===== config.mk =====
export PLATFORM = sky130hd
export DESIGN_NAME = hub_xfer_flat
export DESIGN_NICKNAME = d
export VERILOG_FILES = /design/src/rtl/hub_pkg.sv /design/src/rtl/hub_xfer_if.sv /design/src/rtl/hub_xfer.sv /design/src/flat_wrapper.sv
export SDC_FILE = /design/constraint.sdc
export NUM_CORES = 1
export LEC_CHECK = 0
export CORE_AREA = 8 8 105 107
export CTS_BUF_LIST = sky130_fd_sc_hd__clkbuf_8 sky130_fd_sc_hd__clkbuf_16
export CTS_CLUSTER_SIZE = 30
export DETAILED_ROUTE_END_ITERATION = 6
export DIE_AREA = 0 0 113 115
export PLACE_DENSITY = 0.9
export SLEW_MARGIN = 20
export SYNTH_ARGS = -nofsm -noshare
export SYNTH_HDL_FRONTEND = slang
export SYNTH_SLANG_ARGS = --single-unit

===== constraint.sdc =====
create_clock -name clk_cog -period 5.4 [get_ports clk_cog]
set_clock_uncertainty 0.1 [all_clocks]
set_input_delay 1.62 -clock clk_cog [delete_from_list [all_inputs] [get_ports clk_cog]]
set_output_delay 1.62 -clock clk_cog [all_outputs]
set_load 0.02 [all_outputs]

===== src/rtl/hub_pkg.sv =====
// rtl/hub_pkg.sv - shared constants and state encoding for the hub transfer initiator
package hub_pkg;
    localparam int         HUB_AW  = 14;
    localparam logic [3:0] WB_LONG = 4'b1111;
    localparam int         ROM_BIT = 13;

    typedef enum logic [2:0] {
        ST_IDLE,
        ST_FETCH,
        ST_ARM,
        ST_CAPT,
        ST_DONE
    } xfer_state_e;
endpackage


===== src/rtl/hub_xfer_if.sv =====
// rtl/hub_xfer_if.sv - hub memory port and cog-local RAM port seen by the transfer initiator
interface hub_xfer_if import hub_pkg::*; #(parameter int LOC_AW = 9) ();
    logic              ena_bus;
    logic              slot;
    logic              w;
    logic [3:0]        wb;
    logic [HUB_AW-1:0] a;
    logic [31:0]       d;
    logic [31:0]       q;
    logic [LOC_AW-1:0] loc_a;
    logic              loc_we;
    logic [31:0]       loc_d;
    logic [31:0]       loc_q;

    modport master (
        input  ena_bus, slot, q, loc_q,
        output w, wb, a, d, loc_a, loc_we, loc_d
    );

    modport slave (
        output ena_bus, slot, q, loc_q,
        input  w, wb, a, d, loc_a, loc_we, loc_d
    );
endinterface


===== src/rtl/hub_xfer.sv =====
// rtl/hub_xfer.sv - moves blocks of longs between cog-local RAM and hub memory, one long per hub grant
module hub_xfer import hub_pkg::*; #(
    parameter int LOC_AW = 9,
    parameter int CNT_W  = 10
) (
    input  logic              clk_cog,
    input  logic              nres,
    input  logic              start_i,
    input  logic              dir_i,
    input  logic [HUB_AW-1:0] hub_base_i,
    input  logic [LOC_AW-1:0] loc_base_i,
    input  logic [CNT_W-1:0]  count_i,
    input  logic              abort_i,
    output logic              busy_o,
    output logic              done_o,
    hub_xfer_if.master        bus
);
    xfer_state_e       state_q, state_d;
    logic              dir_q, dir_d;
    logic [HUB_AW-1:0] hub_ptr_q, hub_ptr_d;
    logic [LOC_AW-1:0] loc_ptr_q, loc_ptr_d;
    logic [CNT_W-1:0]  rem_q, rem_d;
    logic [31:0]       buf_q, buf_d;
    logic              w_q, w_d;
    logic [3:0]        wb_q, wb_d;
    logic              fetch_ph_q, fetch_ph_d;
    logic              abort_q, abort_d;
    logic              busy_q, busy_d;
    logic              grant, abort_any, capt;

    assign grant     = bus.ena_bus && bus.slot;
    assign abort_any = abort_i || abort_q;
    assign capt      = (state_q == ST_CAPT);

    always_ff @(posedge clk_cog or negedge nres) begin
        if (!nres) begin
            state_q    <= ST_IDLE;
            dir_q      <= 1'b0;
            hub_ptr_q  <= '0;
            loc_ptr_q  <= '0;
            rem_q      <= '0;
            buf_q      <= '0;
            w_q        <= 1'b0;
            wb_q       <= 4'b0000;
            fetch_ph_q <= 1'b0;
            abort_q    <= 1'b0;
            busy_q     <= 1'b0;
        end else begin
            state_q    <= state_d;
            dir_q      <= dir_d;
            hub_ptr_q  <= hub_ptr_d;
            loc_ptr_q  <= loc_ptr_d;
            rem_q      <= rem_d;
            buf_q      <= buf_d;
            w_q        <= w_d;
            wb_q       <= wb_d;
            fetch_ph_q <= fetch_ph_d;
            abort_q    <= abort_d;
            busy_q     <= busy_d;
        end
    end

    always_comb begin
        state_d    = state_q;
        dir_d      = dir_q;
        hub_ptr_d  = hub_ptr_q;
        loc_ptr_d  = loc_ptr_q;
        rem_d      = rem_q;
        buf_d      = buf_q;
        fetch_ph_d = fetch_ph_q;
        abort_d    = abort_q;
        // abort is remembered so a grant+abort on a load still ends after its capture
        if (state_q != ST_IDLE && abort_i) abort_d = 1'b1;
        case (state_q)
            ST_IDLE: begin
                if (start_i) begin
                    dir_d      = dir_i;
                    hub_ptr_d  = hub_base_i;
                    loc_ptr_d  = loc_base_i;
                    rem_d      = count_i;
                    abort_d    = 1'b0;
                    fetch_ph_d = 1'b0;
                    if (count_i == '0)  state_d = ST_DONE;
                    else if (dir_i)     state_d = ST_FETCH;
                    else                state_d = ST_ARM;
                end
            end
            ST_FETCH: begin
                // phase 0 presents loc_a, phase 1 sees the RAM's registered loc_q
                if (abort_any) begin
                    state_d = ST_DONE;
                end else if (fetch_ph_q) begin
                    buf_d      = bus.loc_q;
                    fetch_ph_d = 1'b0;
                    state_d    = ST_ARM;
                end else begin
                    fetch_ph_d = 1'b1;
                end
            end
            ST_ARM: begin
                if (grant) begin
                    hub_ptr_d = hub_ptr_q + 1'b1;
                    rem_d     = rem_q - 1'b1;
                    if (dir_q) begin
                        loc_ptr_d = loc_ptr_q + 1'b1;
                        state_d   = (rem_q == CNT_W'(1) || abort_any) ? ST_DONE : ST_FETCH;
                    end else begin
                        state_d   = ST_CAPT;
                    end
                end else if (abort_any) begin
                    state_d = ST_DONE;
                end
            end
            ST_CAPT: begin
                loc_ptr_d = loc_ptr_q + 1'b1;
                state_d   = (rem_q == '0 || abort_any) ? ST_DONE : ST_ARM;
            end
            ST_DONE:  state_d = ST_IDLE;
            default:  state_d = ST_IDLE;
        endcase
        w_d    = (state_d == ST_ARM) && dir_d;
        wb_d   = w_d ? WB_LONG : 4'b0000;
        busy_d = (state_d != ST_IDLE);
    end

    // strobes are armed a cycle early and only released onto the bus during the grant
    assign bus.w      = w_q && grant;
    assign bus.wb     = grant ? wb_q : 4'b0000;
    assign bus.a      = hub_ptr_q;
    assign bus.d      = buf_q;
    assign bus.loc_a  = loc_ptr_q;
    assign bus.loc_we = capt;
    assign bus.loc_d  = capt ? bus.q : 32'h0;
    assign busy_o     = busy_q;
    assign done_o     = (state_q == ST_DONE);
endmodule


===== src/flat_wrapper.sv =====
// flat-port wrapper written by rule: the top's interface ports become plain ports
module hub_xfer_flat import hub_pkg::*;
#(
    parameter int LOC_AW = 9,
    parameter int CNT_W  = 10
)
  (clk_cog, nres, start_i, dir_i, hub_base_i, loc_base_i, count_i, abort_i, busy_o, done_o, bus_ena_bus, bus_slot, bus_q, bus_loc_q, bus_w, bus_wb, bus_a, bus_d, bus_loc_a, bus_loc_we, bus_loc_d);
  hub_xfer_if #(.LOC_AW(LOC_AW)) bus_i ();
  input  logic clk_cog;
  input  logic nres;
  input  logic start_i;
  input  logic dir_i;
  input  logic [HUB_AW-1:0] hub_base_i;
  input  logic [LOC_AW-1:0] loc_base_i;
  input  logic [CNT_W-1:0] count_i;
  input  logic abort_i;
  output logic busy_o;
  output logic done_o;
  input wire logic [$bits(bus_i.ena_bus)-1:0] bus_ena_bus;
  input wire logic [$bits(bus_i.slot)-1:0] bus_slot;
  input wire logic [$bits(bus_i.q)-1:0] bus_q;
  input wire logic [$bits(bus_i.loc_q)-1:0] bus_loc_q;
  output wire logic [$bits(bus_i.w)-1:0] bus_w;
  output wire logic [$bits(bus_i.wb)-1:0] bus_wb;
  output wire logic [$bits(bus_i.a)-1:0] bus_a;
  output wire logic [$bits(bus_i.d)-1:0] bus_d;
  output wire logic [$bits(bus_i.loc_a)-1:0] bus_loc_a;
  output wire logic [$bits(bus_i.loc_we)-1:0] bus_loc_we;
  output wire logic [$bits(bus_i.loc_d)-1:0] bus_loc_d;
  assign bus_i.ena_bus = bus_ena_bus;
  assign bus_i.slot = bus_slot;
  assign bus_i.q = bus_q;
  assign bus_i.loc_q = bus_loc_q;
  assign bus_w = bus_i.w;
  assign bus_wb = bus_i.wb;
  assign bus_a = bus_i.a;
  assign bus_d = bus_i.d;
  assign bus_loc_a = bus_i.loc_a;
  assign bus_loc_we = bus_i.loc_we;
  assign bus_loc_d = bus_i.loc_d;
  hub_xfer #(.LOC_AW(LOC_AW), .CNT_W(CNT_W)) u_core (.clk_cog(clk_cog), .nres(nres), .start_i(start_i), .dir_i(dir_i), .hub_base_i(hub_base_i), .loc_base_i(loc_base_i), .count_i(count_i), .abort_i(abort_i), .busy_o(busy_o), .done_o(done_o), .bus(bus_i));
endmodule

==> flow_metrics.env <==
export IMPL_power_frac_comb=0.527
export IMPL_status="completed"
export IMPL_dp_hpwl_um=10200
export IMPL_fmax_ghz=0.206
export IMPL_rsz0062_at_grt="no"
export IMPL_fin_nets=696
export IMPL_p_per_area_mw_per_mm2=511
export IMPL_io_pins=199
export IMPL_viasPerCell=5.65
export IMPL_netSwitchingFraction=0.432
export IMPL_total_power_w=0.00312
export IMPL_drt_iter0_markers=321
export IMPL_netSwitchingPower_w=0.00135
export IMPL_drc=0
export IMPL_grtUsageTotal=0.197
export IMPL_antenna_found_initial=0
export IMPL_drv_cap=0
export IMPL_clock_latency_ns=0.34
export IMPL_regArea_mm2=0.00183
export IMPL_clk_path_buf_depth=2
export IMPL_post_drt_wl_per_cell_um=18.7
export IMPL_p_leak_nw=2.66
export IMPL_synth_nets=513
export IMPL_rows=36
export IMPL_grt_max_degree=74
export IMPL_drv_slew=0
export IMPL_synth_seq_cells=73
export IMPL_drtAntennaViolNets=0
export IMPL_num_vias=3996
export IMPL_setup_viol_count_final=0
export IMPL_dieArea_mm2=0.0130
export IMPL_core_mm2=0.00946
export IMPL_ctsResizeCount=0
export IMPL_synth_ff_type="dfrtp_1"
export IMPL_first_pass_iters=5
export IMPL_portBuffers=198
export IMPL_irDropWorstVdd_uv=282
export IMPL_grt_pass1_vias=4057
export IMPL_clkTransAtPathRegs_ns=0.10
export IMPL_ys_warn_count=0
export IMPL_p_seq_frac=0.343
export IMPL_place_congestion=0.885
export IMPL_multi_input_area_mm2=0.00189
export IMPL_hold_viol=0
export IMPL_synth_top_cell_area_share=0.470
export IMPL_syn_to_final_growth_pct=57.0
export IMPL_slew_headroom=0.310
export IMPL_synth_seq_area_share=0.470
export IMPL_synth_area_leaders="dfrtp_1 (47%), mux2_2 (8.7%), and3_1 (6.9%), o21ai_0 (5.0%), a21oi_1 (3.5%)"
export IMPL_numCtsBuffers=9
export IMPL_fin_setup_tns_ns=0
export IMPL_syn_area_per_cell_um2=9.60
export IMPL_post_cts_repair_setup_buffers=0
export IMPL_grt_ovfl_total=0
export IMPL_grt_pass1_wl_um=20700
export IMPL_synth_distinct_cells=44
export IMPL_tightest_slew_ns=1.03
export IMPL_yosys_area_top_type="dfrtp_1"
export IMPL_wirelength_um=13200
export IMPL_antenna_cells=0
export IMPL_initial_utilization=0.411
export IMPL_cp_end_kind="primary output"
export IMPL_layout_commonest_cell="clkdlybuf4s50_1"
export IMPL_startpoint_type="input pin"
export IMPL_worstPathMaxFanout=6
export IMPL_die_width_um=113
export IMPL_final_cell_mix="clkdlybuf4s50_1 (197), dfrtp_1 (72), and3_1 (43)"
export IMPL_drive_above_1_share=0.103
export IMPL_fillers=779
export IMPL_syn_inst=405
export IMPL_finalWorstPathRequiredPeriod_ns=4.86
export IMPL_crit_required_ns=3.68
export IMPL_ctsHoldBuffers=0
export IMPL_ys_async_sr_fraction=1.00
export IMPL_clockRootBuffer="clkbuf_8"
export IMPL_numClockSinks=73
export IMPL_hp_class="flip-flop to flip-flop"
export IMPL_tritoncts="built"
export IMPL_syn_cell_area_mm2=0.00389
export IMPL_crit_arrival_ns=3.14
export IMPL_fin_crit_sh=0.900
export IMPL_internal_power_w=0.00177
export IMPL_synth_edff_count=0
export IMPL_h_tree_depth=3
export IMPL_crit_type="input pin to primary output"
export IMPL_clockPowerShare=0.130
export IMPL_die_height_um=115
[per-layer routing]
metal	global-route usage	part of all wire	routed length (um)	up-vias
met5	0	0	0	-
met4	0.0897	0.028	371	0
met3	0.0646	0.085	1120	29
met2	0.352	0.51	6720	203
met1	0.208	0.38	5010	1912
li1	-	-	-	1852
[cell type report]
cell class | count | share of cell area
Inverter | 13 | 0.00800
Timing Repair Buffer | 202 | 0.329
Clock inverter | 7 | 0.00984
Clock buffer | 9 | 0.0203
Tap cell | 114 | 0.0234
Multi-Input combinational cell | 289 | 0.310
Sequential cell | 73 | 0.300
[state kept, by name (all words and copies together) (netlist names)]
register and count:
u_core.bus.d 32, u_core.bus.a 14, u_core.state_q 3, u_core.fetch_ph_q 1
u_core.rem_q 10, u_core.busy_o 1, u_core.abort_q 1, u_core.bus.loc_a 9
u_core.dir_q 1, u_core.wb_q 1
[path summary, 6_finish.rpt]
kind	startpoint	endpoint	slack, ns	cells past startpoint
worst max-delay path	bus_ena_bus	bus_wb[2]	0.54	3
worst min-delay path	u_core.bus.d[22]	u_core.bus.d[22]	0.40	1
worst max register to register	u_core.state_q[2]	u_core.bus.loc_a[3]	2.10	6
worst min register to register	u_core.bus.d[22]	u_core.bus.d[22]	0.40	1
max in group asynchronous	nres	u_core.state_q[0]	3.23	1
min in group asynchronous	nres	u_core.bus.d[31]	1.30	1
[cell usage after synthesis, types with 2 or more instances]
cell type and instances:
a2bb2oi_1 4, and3_1 43, or4_4 2, o21ai_0 39, ha_1 4, dfrtp_1 73, o32ai_1 3, a31oi_1 5
buf_4 4, a211oi_1 2, nand4_1 4, mux2_2 30, o211ai_1 2, a22oi_1 11, clkbuf_1 18, buf_2 8
nand2b_1 2, o22ai_1 10, nor3b_1 3, nor4_1 3, inv_1 13, mux2_1 2, or2_2 2, and2_1 3
nor2b_1 2, a21o_1 2, nor3_1 2, nand3_1 18, nand2_1 25, a21oi_1 27, o2bb2ai_1 3, nor2_1 22
mux2i_1 3
[power groups by stage]
stage / sequential [W] / clock (W) / combinational (W)
floorplan: 0.00125 / 0 / 0.000701
global placement: 0.00105 / 0 / 0.00159
detailed placement: 0.00108 / 0 / 0.00165
CTS: 0.00107 / 0.000414 / 0.00166
global route: 0.00111 / 0.000442 / 0.00177
finish: 0.00107 / 0.000405 / 0.00165
[per-stage QoR]
| step | instance area [um2] | instances | setup WS (ns) | utilization | hold WS [ns] |
|---|---|---|---|---|---|
| CTS | 6100 | 707 | 0.539 | 0.645 | 0.408 |
| floorplan | 3890 | 405 | 1.54 | - | 0.371 |
| detailed placement | 5920 | 691 | 0.549 | 0.626 | 0.386 |
| global placement | 5920 | 691 | 0.595 | 0.626 | 0.375 |
| finish | 6100 | 707 | 0.542 | 0.645 | 0.404 |
| global route | 6100 | 707 | 0.484 | 0.645 | 0.422 |
[critical path: stages]
cell	delay, ns
clkdlybuf4s50_1	0.55
and3_1	0.30
clkdlybuf4s50_1	0.67
[kinds of logic (layout without fill, tap and decap cells)]
kind of cell,Yosys count,in the layout,share of synthesized area
buffers and inverters,43,231,0.0480
adders and majority gates,4,4,0.0129
AOI/OAI and AO/OA,115,115,0.181
muxes,35,35,0.100
DFF,73,73,0.470
and+or+nand+nor,135,135,0.188
No activity file was read; power rests on OpenSTA's default activity.
==> variant, RTL diff (config.mk and constraints unchanged) <==
`LOC_AW` is set to 9 in 3 places; all go to 10.
--- a/src/rtl/hub_xfer_if.sv
+++ b/src/rtl/hub_xfer_if.sv
@@ -1,5 +1,5 @@
 // rtl/hub_xfer_if.sv - hub memory port and cog-local RAM port seen by the transfer initiator
-interface hub_xfer_if import hub_pkg::*; #(parameter int LOC_AW = 9) ();
+interface hub_xfer_if import hub_pkg::*; #(parameter int LOC_AW = 10) ();
     logic              ena_bus;
     logic              slot;
     logic              w;
--- a/src/rtl/hub_xfer.sv
+++ b/src/rtl/hub_xfer.sv
@@ -1,6 +1,6 @@
 // rtl/hub_xfer.sv - moves blocks of longs between cog-local RAM and hub memory, one long per hub grant
 module hub_xfer import hub_pkg::*; #(
-    parameter int LOC_AW = 9,
+    parameter int LOC_AW = 10,
     parameter int CNT_W  = 10
 ) (
     input  logic              clk_cog,
--- a/src/flat_wrapper.sv
+++ b/src/flat_wrapper.sv
@@ -1,7 +1,7 @@
 // flat-port wrapper written by rule: the top's interface ports become plain ports
 module hub_xfer_flat import hub_pkg::*;
 #(
-    parameter int LOC_AW = 9,
+    parameter int LOC_AW = 10,
     parameter int CNT_W  = 10
 )
   (clk_cog, nres, start_i, dir_i, hub_base_i, loc_base_i, count_i, abort_i, busy_o, done_o, bus_ena_bus, bus_slot, bus_q, bus_loc_q, bus_w, bus_wb, bus_a, bus_d, bus_loc_a, bus_loc_we, bus_loc_d);
Interface: changed (resized bus_loc_a and loc_base_i); port bits go from 199 to 201. The function was not compared with the original's and may differ.
==> variant against the original RTL <==
Design area increased by 2.6%; wire length grew 8.0%; global-route usage grew 1.7 points; sequential cell count rose by 1; setup slack gained 0.087 ns; synthesized area increased by 4.6%; sequential share of layout area is 0.37 points lower; power down 2.0%; largest power group unchanged.
==> variant: results (changes against the original RTL) <==
status = complete, no violations
largest net degree at the start of global routing = 75 (+1.4%)
Worst VDD drop = 0.000296 V (+4.9%)
internal reg-to-reg setup slack = 2.48 ns (+0.38 ns)
Post-CTS Resized = 0 (unchanged)
H-tree levels = 3 (unchanged)
Synth Instances = 423 (+4.4%)
Synth area leaders = dfrtp_1 (46%), mux2_2 (8.9%), and3_1 (5.5%)
# fillers = 756 (-3.0%)
vias in the first global route = 4246 (+4.7%)
reg2reg path depth = 5 (-1)
CP max stage delay = 0.64 ns (-0.03 ns)
crit path DAT = 3.05 ns (-0.09 ns)
DP Cell Count = 707 (+2.3%)
Hold Path Class = reg2reg
Crit Path Max Fanout = 5 (-1)
clk slew on worst S/H paths = 0.07 ns (-0.03 ns)
reg-to-reg endpoint = u_core.bus.a[9]
Reg-to-Reg Start = u_core.state_q[0]
vias = 4091 (+2.4%)
routability cong. = 0.930 (+5.0%)
first drt pass iteration count = 4 (-1)
Initial DRC Count = 258 (-20%)
Routed WL = 14300 um (+8.0%)
crit path to = bus_wb[1]
Post-Syn Nets = 532 (+3.7%)
GRT Util Overall = 0.214 (+0.0171)
Yosys cell types = 53 (+20%)
Commonest cells post-synth = dfrtp_1 (74), nand2_1 (41), a21oi_1 (40), and3_1 (36), mux2_2 (32)
HPWL after detailed placement = 10900 um (+7.2%)
Leak = 2.71 nW (+1.7%)
first-pass GRT wire length = 22000 um (+6.3%)
share of layout cells above drive strength 1 = 0.110 (+0.00715)
final std cells w/o fill = 723 (+2.3%)
[variant: cell types whose count changed in the layout (fill, tap and decap cells not counted), moves of 7 or more]
| cell | unedited run | this run |
|---|---|---|
| nand2_1 | 25 | 41 |
| a21oi_1 | 27 | 40 |
| o21ai_0 | 39 | 29 |
| a22oi_1 | 11 | 2 |
| and3_1 | 43 | 36 |
[variant: layout make-up]
type,instances,area [um^2],area share
clock inverter,7,93.8,0.0150
sequential,74,1850,0.296
clock buffer,9,124,0.0198
timing repair buffer,204,2030,0.324
inverter,8,30.0,0.00479
multi-input combinational,307,1990,0.318
tap,114,143,0.0228
[variant: layer usage]
metal	share of wire	vias to the layer above	global-route usage
met5	0	-	0
met4	0.017	0	0.0817
met3	0.078	23	0.0693
met2	0.54	177	0.406
met1	0.37	1984	0.213
li1	-	1907	-
[variant: per-stage QoR]
| stage | power (mW) | worst slack [ns] | hold slack [ns] | util | instance area, um^2 |
|---|---|---|---|---|---|
| 6_report | 3.06 | 0.628 | 0.407 | 0.662 | 6260 |
| 5_1_grt | 3.26 | 0.564 | 0.433 | 0.662 | 6260 |
| 4_1_cts | 3.07 | 0.624 | 0.410 | 0.662 | 6260 |
| 3_5_place_dp | 2.58 | 0.672 | 0.392 | 0.639 | 6040 |
| 3_3_place_gp | 2.51 | 0.704 | 0.387 | 0.639 | 6040 |
| 2_1_floorplan | 1.96 | 1.54 | 0.377 | - | 4070 |
[variant: kinds of logic after synthesis]
group                      synth area share
and+or+nand+nor                       0.202
AOI/OAI and AO/OA                     0.179
adders and majority gates            0.0123
DFF                                   0.455
muxes                                0.0935
buffers and inverters                0.0572
[variant: worst min path at each step]
stage	from	end	slack (ns)
finish	u_core.bus.d[11]	u_core.bus.d[11]	0.41
detailed placement	u_core.bus.d[11]	u_core.bus.d[11]	0.39
floorplan	u_core.abort_q	u_core.abort_q	0.38
global placement	u_core.bus.d[3]	u_core.bus.d[3]	0.39
CTS	u_core.bus.d[11]	u_core.bus.d[11]	0.41
global route	u_core.bus.d[13]	u_core.bus.d[13]	0.43
[variant: worst reg2reg max path, cell delays in order (launching register included)]
cell and delay, ns:
dfrtp_2 0.64, or3b_1 0.86, o21ai_4 0.78, o21ai_0 0.20, nand2_1 0.11, o311ai_1 0.09
[variant: report_power, final]
part / switching (mW) / total (mW) / internal [mW]
Combinational: 0.826 / 1.55 / 0.720
Sequential: 0.261 / 1.04 / 0.774
Clock: 0.215 / 0.475 / 0.260
